### config.mk
export PLATFORM = sky130hd
export DESIGN_NAME = debounce_scan_ctrl
export DESIGN_NICKNAME = d
export VERILOG_FILES = /design/src/rtl/debounce_pkg.sv /design/src/rtl/debounce_evt_slot.sv /design/src/rtl/debounce_scan_ctrl.sv
export SDC_FILE = /design/constraint.sdc
export NUM_CORES = 1
export LEC_CHECK = 0
export ABC_AREA = 1
export CORE_UTILIZATION = 55
export CTS_CLUSTER_SIZE = 12
export DETAILED_ROUTE_END_ITERATION = 7
export PLACE_DENSITY = 0.79
export SLEW_MARGIN = 20
export SYNTH_ARGS = -nofsm -noshare
export SYNTH_HDL_FRONTEND = slang
export SYNTH_SLANG_ARGS = --single-unit
### constraint.sdc
create_clock -name clk -period 4.39 [get_ports clk]
set_input_delay 0.6585 -clock clk [delete_from_list [all_inputs] [get_ports clk]]
set_output_delay 0.6585 -clock clk [all_outputs]
set_load 0.02 [all_outputs]
### src/rtl/debounce_pkg.sv
// Shared constants and helpers for the time-shared debounce controller.
// Latency: n/a (package only).
// Backpressure: n/a (package only).
package debounce_pkg;

    localparam int N_CH_DEFAULT  = 8;
    localparam int CNT_W_DEFAULT = 4;

    // Index width that stays at least 1 bit for degenerate channel counts.
    function automatic int idx_width(input int n);
        return (n < 2) ? 1 : $clog2(n);
    endfunction

    // Round-robin successor; wraps explicitly so N_CH need not be a power of two.
    function automatic int next_idx(input int idx, input int n);
        return (idx == n - 1) ? 0 : idx + 1;
    endfunction

endpackage

### src/rtl/debounce_evt_slot.sv
// Single-entry valid/ready holding register for committed-level events.
// Latency: load visible on outputs one cycle after load_i.
// Backpressure: stall_o flags a pending event the consumer is not taking this cycle.
module debounce_evt_slot #(
    parameter int IDX_W = 3
) (
    input  logic             clk,
    input  logic             rst_n,
    input  logic             load_i,
    input  logic [IDX_W-1:0] ch_i,
    input  logic             level_i,
    input  logic             ready_i,
    output logic             valid_o,
    output logic [IDX_W-1:0] ch_o,
    output logic             level_o,
    output logic             stall_o
);

    logic             valid_q, valid_d;
    logic [IDX_W-1:0] ch_q, ch_d;
    logic             level_q, level_d;

    // Holding register; reset drops any pending event.
    always_ff @(posedge clk or negedge rst_n) begin
        if (!rst_n) begin
            valid_q <= 1'b0;
            ch_q    <= '0;
            level_q <= 1'b0;
        end else begin
            valid_q <= valid_d;
            ch_q    <= ch_d;
            level_q <= level_d;
        end
    end

    // A load wins over an accept so back-to-back events need no bubble;
    // the producer only loads when not stalled, so nothing is overwritten.
    always_comb begin
        valid_d = valid_q;
        ch_d    = ch_q;
        level_d = level_q;
        if (load_i) begin
            valid_d = 1'b1;
            ch_d    = ch_i;
            level_d = level_i;
        end else if (valid_q && ready_i) begin
            valid_d = 1'b0;
        end
    end

    assign valid_o = valid_q;
    assign ch_o    = ch_q;
    assign level_o = level_q;
    assign stall_o = valid_q & ~ready_i;

endmodule

### src/rtl/debounce_scan_ctrl.sv
// Round-robin debounce of N_CH slow inputs with one shared compare/count engine.
// Latency: a stable change commits after at most (thresh+1)*N_CH cycles plus stall cycles.
// Backpressure: a pending, unaccepted event freezes counters, levels and the scan pointer.
module debounce_scan_ctrl
    import debounce_pkg::*;
#(
    parameter  int N_CH  = N_CH_DEFAULT,
    parameter  int CNT_W = CNT_W_DEFAULT,
    localparam int IDX_W = idx_width(N_CH)
) (
    input  logic             clk,
    input  logic             rst_n,
    input  logic [N_CH-1:0]  in_i,
    input  logic             cfg_en_i,
    input  logic [CNT_W-1:0] cfg_thresh_i,
    output logic [N_CH-1:0]  out_o,
    output logic             evt_valid_o,
    input  logic             evt_ready_i,
    output logic [IDX_W-1:0] evt_ch_o,
    output logic             evt_level_o,
    output logic [IDX_W-1:0] scan_idx_o
);

    logic [CNT_W-1:0] cnt_q [N_CH];
    logic [CNT_W-1:0] cnt_d [N_CH];
    logic [N_CH-1:0]  out_q, out_d;
    logic [IDX_W-1:0] scan_idx_q, scan_idx_d;

    logic             stall;
    logic             commit;
    logic             vis_in;
    logic             vis_out;
    logic [CNT_W-1:0] vis_cnt;

    // The channel under the scan pointer is the only one the engine touches.
    assign vis_in  = in_i[scan_idx_q];
    assign vis_out = out_q[scan_idx_q];
    assign vis_cnt = cnt_q[scan_idx_q];

    // Per-channel state, debounced levels and the scan pointer.
    always_ff @(posedge clk or negedge rst_n) begin
        if (!rst_n) begin
            for (int i = 0; i < N_CH; i++) begin
                cnt_q[i] <= '0;
            end
            out_q      <= '0;
            scan_idx_q <= '0;
        end else begin
            for (int i = 0; i < N_CH; i++) begin
                cnt_q[i] <= cnt_d[i];
            end
            out_q      <= out_d;
            scan_idx_q <= scan_idx_d;
        end
    end

    // Visit one channel per cycle: discard glitches, count mismatches, commit
    // at threshold. ">=" lets a lowered threshold commit on the next visit and
    // keeps the counter from ever wrapping.
    always_comb begin
        for (int i = 0; i < N_CH; i++) begin
            cnt_d[i] = cnt_q[i];
        end
        out_d      = out_q;
        scan_idx_d = scan_idx_q;
        commit     = 1'b0;
        if (!stall) begin
            if (!cfg_en_i) begin
                scan_idx_d = '0;
                for (int i = 0; i < N_CH; i++) begin
                    cnt_d[i] = '0;
                end
            end else begin
                if (vis_in == vis_out) begin
                    cnt_d[scan_idx_q] = '0;
                end else if (vis_cnt < cfg_thresh_i) begin
                    cnt_d[scan_idx_q] = vis_cnt + CNT_W'(1);
                end else begin
                    out_d[scan_idx_q] = vis_in;
                    cnt_d[scan_idx_q] = '0;
                    commit            = 1'b1;
                end
                scan_idx_d = IDX_W'(next_idx(int'(scan_idx_q), N_CH));
            end
        end
    end

    debounce_evt_slot #(
        .IDX_W (IDX_W)
    ) u_evt_slot (
        .clk     (clk),
        .rst_n   (rst_n),
        .load_i  (commit),
        .ch_i    (scan_idx_q),
        .level_i (vis_in),
        .ready_i (evt_ready_i),
        .valid_o (evt_valid_o),
        .ch_o    (evt_ch_o),
        .level_o (evt_level_o),
        .stall_o (stall)
    );

    assign out_o      = out_q;
    assign scan_idx_o = scan_idx_q;

endmodule

==> impl_metrics.toml, run 1 <==
[clock_tree]
cts_tree = "built"
clkTransAtPathRegs_ns = 0.09
cts_root_buf = "clkbuf_8"
clock-sinks = 48
postCtsHoldBufs = 0
htreeDepth = 2
cts-buffers-inserted = 5
clkLatencyLatePin_ns = 0.31
post_cts_resized = 0
clk_path_buf_depth = 2
cts_setup_buffers = 0

[detailed_routing]
wl_per_cell_um = 14.3
ant_nets = 0
num_vias = 3428
routed_via_density = 5.51
drtIter0Drc = 283
routed_wl_um = 8890
dr.pass1.iters = 5
post-route-drc-count = 0

[critical_path]
rr_startpoint = "scan_idx_o[0]"
critPathRequiredTime_ns = 4.64
r2r_cells = 15
cp_cell_sequence = "buf_4 > inv_2 > nand2_1 > a21oi_1 > o21ai_0 > nand2_1 > ha_1 > nand2_1 > inv_1 > nand2_4 > nand2_1 > nand4_2 > inv_1 > nand3_1 > nand2_1"
critPathTopFamily = "buffers and inverters"
path_class = "register to register"
critPathCaptureType = "register"
worst-path-stages = 15
arrival_ns = 3.43
startpoint_type = "register"
worst_path_largest_cell_delay_ns = 0.36
cpMaxStageDelayCell = "inv_1"
crit_buf_inv = 4
critPathMaxFanout = 32
reg2reg_slack_ns = 1.21
endpoint = "out_o[0]"
regToRegEndpoint = "out_o[0]"
critPathLaunch = "scan_idx_o[0]"
crit_top_cell = "nand2_1"

[sta]
finalSetupTns_ns = 0
fmax_mhz = 315
setup_viol = 0
clock_skew_ns = 0.00793
worstMarginPinSlew_ns = 0.667
final_hold_viol_count = 0
post-route-period-util_pct = 72.3
period_needed_ns = 3.18
rsz0062_at_grt = "false"
report.final.slew_viol_count = 0
slew_headroom_pct = 55.4

[finish]
multi_input_area_um2 = 1830
final_cells = 622
final_layout_size_suffix_gt1_share_pct = 6.36
antenna_cells = 0
register_area_um2 = 1200
final_nets = 571
fillers = 502
area_delta_synth_final_pct = 11.9
design_area_um2 = 3730

[status]
outcome = "completed"

[synthesis]
yosysWarnings = 0
syn-cell-area_um2 = 3330
synth_area_per_cell_um2 = 6.34
synth_area_leaders = "dfrtp_1, nand2_1, inv_1"
yosys.area_share.simple_pct = 47.0
ys_seq_area_share_pct = 36.1
synth.distinct_cells = 26
synth-xor-area-share_pct = 0.263
synthDominantCellAreaShare_pct = 36.1
synth.area.mux_share_pct = 0
synth_fa_ha_area_share_pct = 2.25
synth_edf_count = 0
synth_top_flop_cell = "dfrtp_1"
synth_commonest_cells = "nand2_1, dfrtp_1, inv_1"
async_flop_share_pct = 100
synth_compound_area_share_pct = 5.56
synth.largest_area_cell = "dfrtp_1"
netlist_instances = 525
yosysMostFrequentCell = "nand2_1"
syn_nets = 547
synth_top_family_by_area = "simple AND/OR/NAND/NOR gates"
synth-seq-cells = 48

[place]
dp_hpwl_um = 6290
post_dp_cell_area_um2 = 3630
placedCellCount = 614
portBuffers = 31
place.gp.congestion = 0.938

[global_route]
met2_usage_pct = 48.0
grt_use_total_pct = 30.1
grt_max_degree = 49
grt_pass1_vias = 3085
grt_antenna_before_repair = 0
grt-ovfl-total = 0
grt_util_met3_pct = 6.63
grt_pass1_wl_um = 14600
grt_most_used_layer = "met2"
met1_usage_pct = 40.5

[job]
drv_cap = 0

[die]
fp.dieW_um = 79.8
core_area_um2 = 5680
die_h_um = 79.8
start_util_pct = 58.7
boundaryPins = 32
fp-row-count = 27
die_area_um2 = 6370

[power]
peakVddDrop_mv = 0.218
p_leak_nw = 2.11
powerDensity_nw_per_um2 = 345

[hold_path]
hp-class = "input port to async pin"
[layout make-up]
| cell class | count | area share [%] |
|---|---|---|
| Clock buffer | 7 | 2.32 |
| Clock inverter | 1 | 0.201 |
| Inverter | 46 | 4.97 |
| Multi-Input combinational cell | 415 | 49.2 |
| Sequential cell | 48 | 32.2 |
| Tap cell | 72 | 2.42 |
| Timing Repair Buffer | 33 | 8.66 |
[cell usage in the layout (no fill, tap or decap), drive strengths merged]
cell	n
a21oi	9
buf	3
clkbuf	7
clkdlybuf4s50	30
clkinv	2
clkinvlp	1
dfrtp	48
ha	6
inv	44
nand2	302
nand3	26
nand3b	2
nand4	12
nor2	28
nor3	1
o21ai	28
xor2	1
[stage by stage]
step / total power, mW / util [%] / hold WS, ns / worst slack, ns
after global routing: 1.37 / 65.7 / 0.404 / 0.956
after detailed placement: 1.00 / 64.0 / 0.483 / 1.37
after floorplan: 0.860 / - / 0.363 / 1.76
after CTS: 1.28 / 65.6 / 0.504 / 1.32
final: 1.29 / 65.7 / 0.347 / 1.21
after global placement: 0.995 / 64.0 / 0.478 / 1.48
[registers in the layout (all words and copies together), names as in the netlist]
signal and count:
out_o 8, u_evt_slot.valid_o 1, u_evt_slot.ch_o 3, scan_idx_o 3
u_evt_slot.level_o 1, cnt_q 32
[cells by family (layout without fill, tap and decap cells)]
group / after synthesis / count (layout)
adder cells (fa/ha/maj): 6 / 6
AO/OA/AOI/OAI: 37 / 37
flip-flops: 48 / 48
XOR/XNOR: 1 / 1
AND/OR/NAND/NOR: 371 / 371
buffers and inverters: 62 / 87
[routing by layer]
layer | vias to the layer above | share of wire (%)
met4 | 0 | 2.5
li1 | 1669 | -
met1 | 1563 | 43
met2 | 173 | 46
met5 | - | 0
met3 | 23 | 8.6
[report_power, final]
group	switching (mW)	internal [mW]
Combinational	0.328	0.151
Clock	0.154	0.128
Sequential	0.0432	0.483
[worst min path at each step]
stage	from	end	slack, ns	cells after the start
floorplan	rst_n	cnt_q[0]	0.36	0
global placement	u_evt_slot.level_o	u_evt_slot.level_o	0.48	2
detailed placement	u_evt_slot.level_o	u_evt_slot.level_o	0.48	2
CTS	u_evt_slot.level_o	u_evt_slot.level_o	0.50	2
global route	rst_n	u_evt_slot.ch_o[1]	0.40	1
finish	rst_n	u_evt_slot.level_o	0.35	1
(Power assumes the default switching activity.)
==> inputs of run 2 (changes only) <==
Clock period 4.39 ns to 3.2 ns, I/O delays scaled along.
==> impl_metrics.toml, run 2 (synthesis gave the netlist of run 1 again) <==
[sta]
slew_headroom_pct = 53.4
holdWs_ns = 0.177
finalSetupTns_ns = 0
period_needed_ns = 2.91
fin_ws_ns = 0.286
rsz0062_at_grt = "false"
post-route-period-util_pct = 91.1
fmax_mhz = 343
report.final.slew_viol_count = 0
clock_skew_ns = 0.00865
worstMarginPinSlew_ns = 0.697
final_hold_viol_count = 0
setup_viol = 0

[power]
p_leak_nw = 2.12
powerDensity_nw_per_um2 = 466
power.total_mw = 1.74
peakVddDrop_mv = 0.351

[clock_tree]
clkLatencyLatePin_ns = 0.31
clkTransAtPathRegs_ns = 0.09
cts-buffers-inserted = 5
cts_setup_buffers = 0
cts_root_buf = "clkbuf_8"
cts_tree = "built"
htreeDepth = 2
clk_path_buf_depth = 2
postCtsHoldBufs = 0
clock-sinks = 48
post_cts_resized = 0

[die]
die_area_um2 = 6370
fp.dieW_um = 79.8
start_util_pct = 58.7
boundaryPins = 32
core_area_um2 = 5680
die_h_um = 79.8
fp-row-count = 27

[hold_path]
hp-class = "input port to async pin"

[detailed_routing]
num_vias = 3353
wl_per_cell_um = 14.2
routed_wl_um = 8890
post-route-drc-count = 0
routed_via_density = 5.36
dr.pass1.iters = 5
drtIter0Drc = 311
ant_nets = 0

[critical_path]
cpMaxStageDelayCell = "a21oi_1"
cp_cell_sequence = "buf_4 > nand2_1 > a21oi_1 > o21ai_0 > nand2_1 > ha_1 > a21oi_1 > buf_4 > nand4_1 > nand2_1 > nand2_1 > o21ai_0"
critPathCaptureType = "register"
crit_top_cell = "nand2_1"
startpoint_type = "register"
worst_path_largest_cell_delay_ns = 0.43
path_class = "register to register"
reg2reg_slack_ns = 0.29
critPathMaxFanout = 31
crit_buf_inv = 2
critPathRequiredTime_ns = 3.42
critPathTopFamily = "compound AO/OA/AOI/OAI gates"
arrival_ns = 3.13

[global_route]
grt_use_total_pct = 30.8
grt_max_degree = 49
grt_antenna_before_repair = 0
grt_pass1_vias = 3076
grt_pass1_wl_um = 14900
grt-ovfl-total = 0

[finish]
final_cell_mix = "nand2_1, dfrtp_1, inv_1"
area_delta_synth_final_pct = 12.3
final_layout_size_suffix_gt1_share_pct = 6.87
final_common_cell = "nand2_1"
design_area_um2 = 3740
antenna_cells = 0
final_cells = 625
largest_reg_flops = 32
regMostFlops = "cnt_q"
finish.utilization_pct = 65.9
final_nets = 575
fillers = 508

[status]
outcome = "completed"

[place]
pre_cts_ws_ns = 0.385
dp_hpwl_um = 6340
post_dp_cell_area_um2 = 3660
place.gp.congestion = 0.949
portBuffers = 31
placedCellCount = 618

[job]
drv_cap = 0
-- run 2: cell count changes in the layout (fill, tap and decap cells not counted), sizes merged --
cell / change
clkbuf: -1
clkinv: +1
buf: +4
clkinvlp: -1
-- run 2: report_power, final --
group / internal [mW] / switching, mW / total, mW
Sequential: 0.662 / 0.0473 / 0.710
Combinational: 0.212 / 0.464 / 0.676
Clock: 0.149 / 0.206 / 0.356
Total: 1.02 / 0.718 / 1.74
-- run 2: layout make-up --
class | instances | area [um^2] | area share [%]
clock inverters | 1 | 5.00 | 0.134
multi-input cells | 415 | 1830 | 49.0
well taps | 72 | 90.1 | 2.41
inverters | 46 | 185 | 4.95
clock buffers | 6 | 72.6 | 1.94
repair buffers | 37 | 353 | 9.43
flip-flops and latches | 48 | 1200 | 32.1
-- run 2: per-layer routing --
layer	wire [um]	part of all wire (%)	track usage (%)	vias up
met1	3940	44	40.7	1500
met5	0	0	0	-
met3	797	9.0	6.40	18
met4	206	2.3	13.8	0
met2	3940	44	48.3	161
li1	-	-	-	1674
-- run 2: final timing paths --
check | from | end | cells past startpoint
min in group clk | u_evt_slot.ch_o[0] | u_evt_slot.ch_o[0] | 2
hold / removal | rst_n | u_evt_slot.level_o | 1
hold reg to reg | u_evt_slot.ch_o[0] | u_evt_slot.ch_o[0] | 2
max in group asynchronous | rst_n | cnt_q[13] | 1
setup reg to reg | scan_idx_o[0] | cnt_q[8] | 12
setup / recovery | scan_idx_o[0] | cnt_q[8] | 12
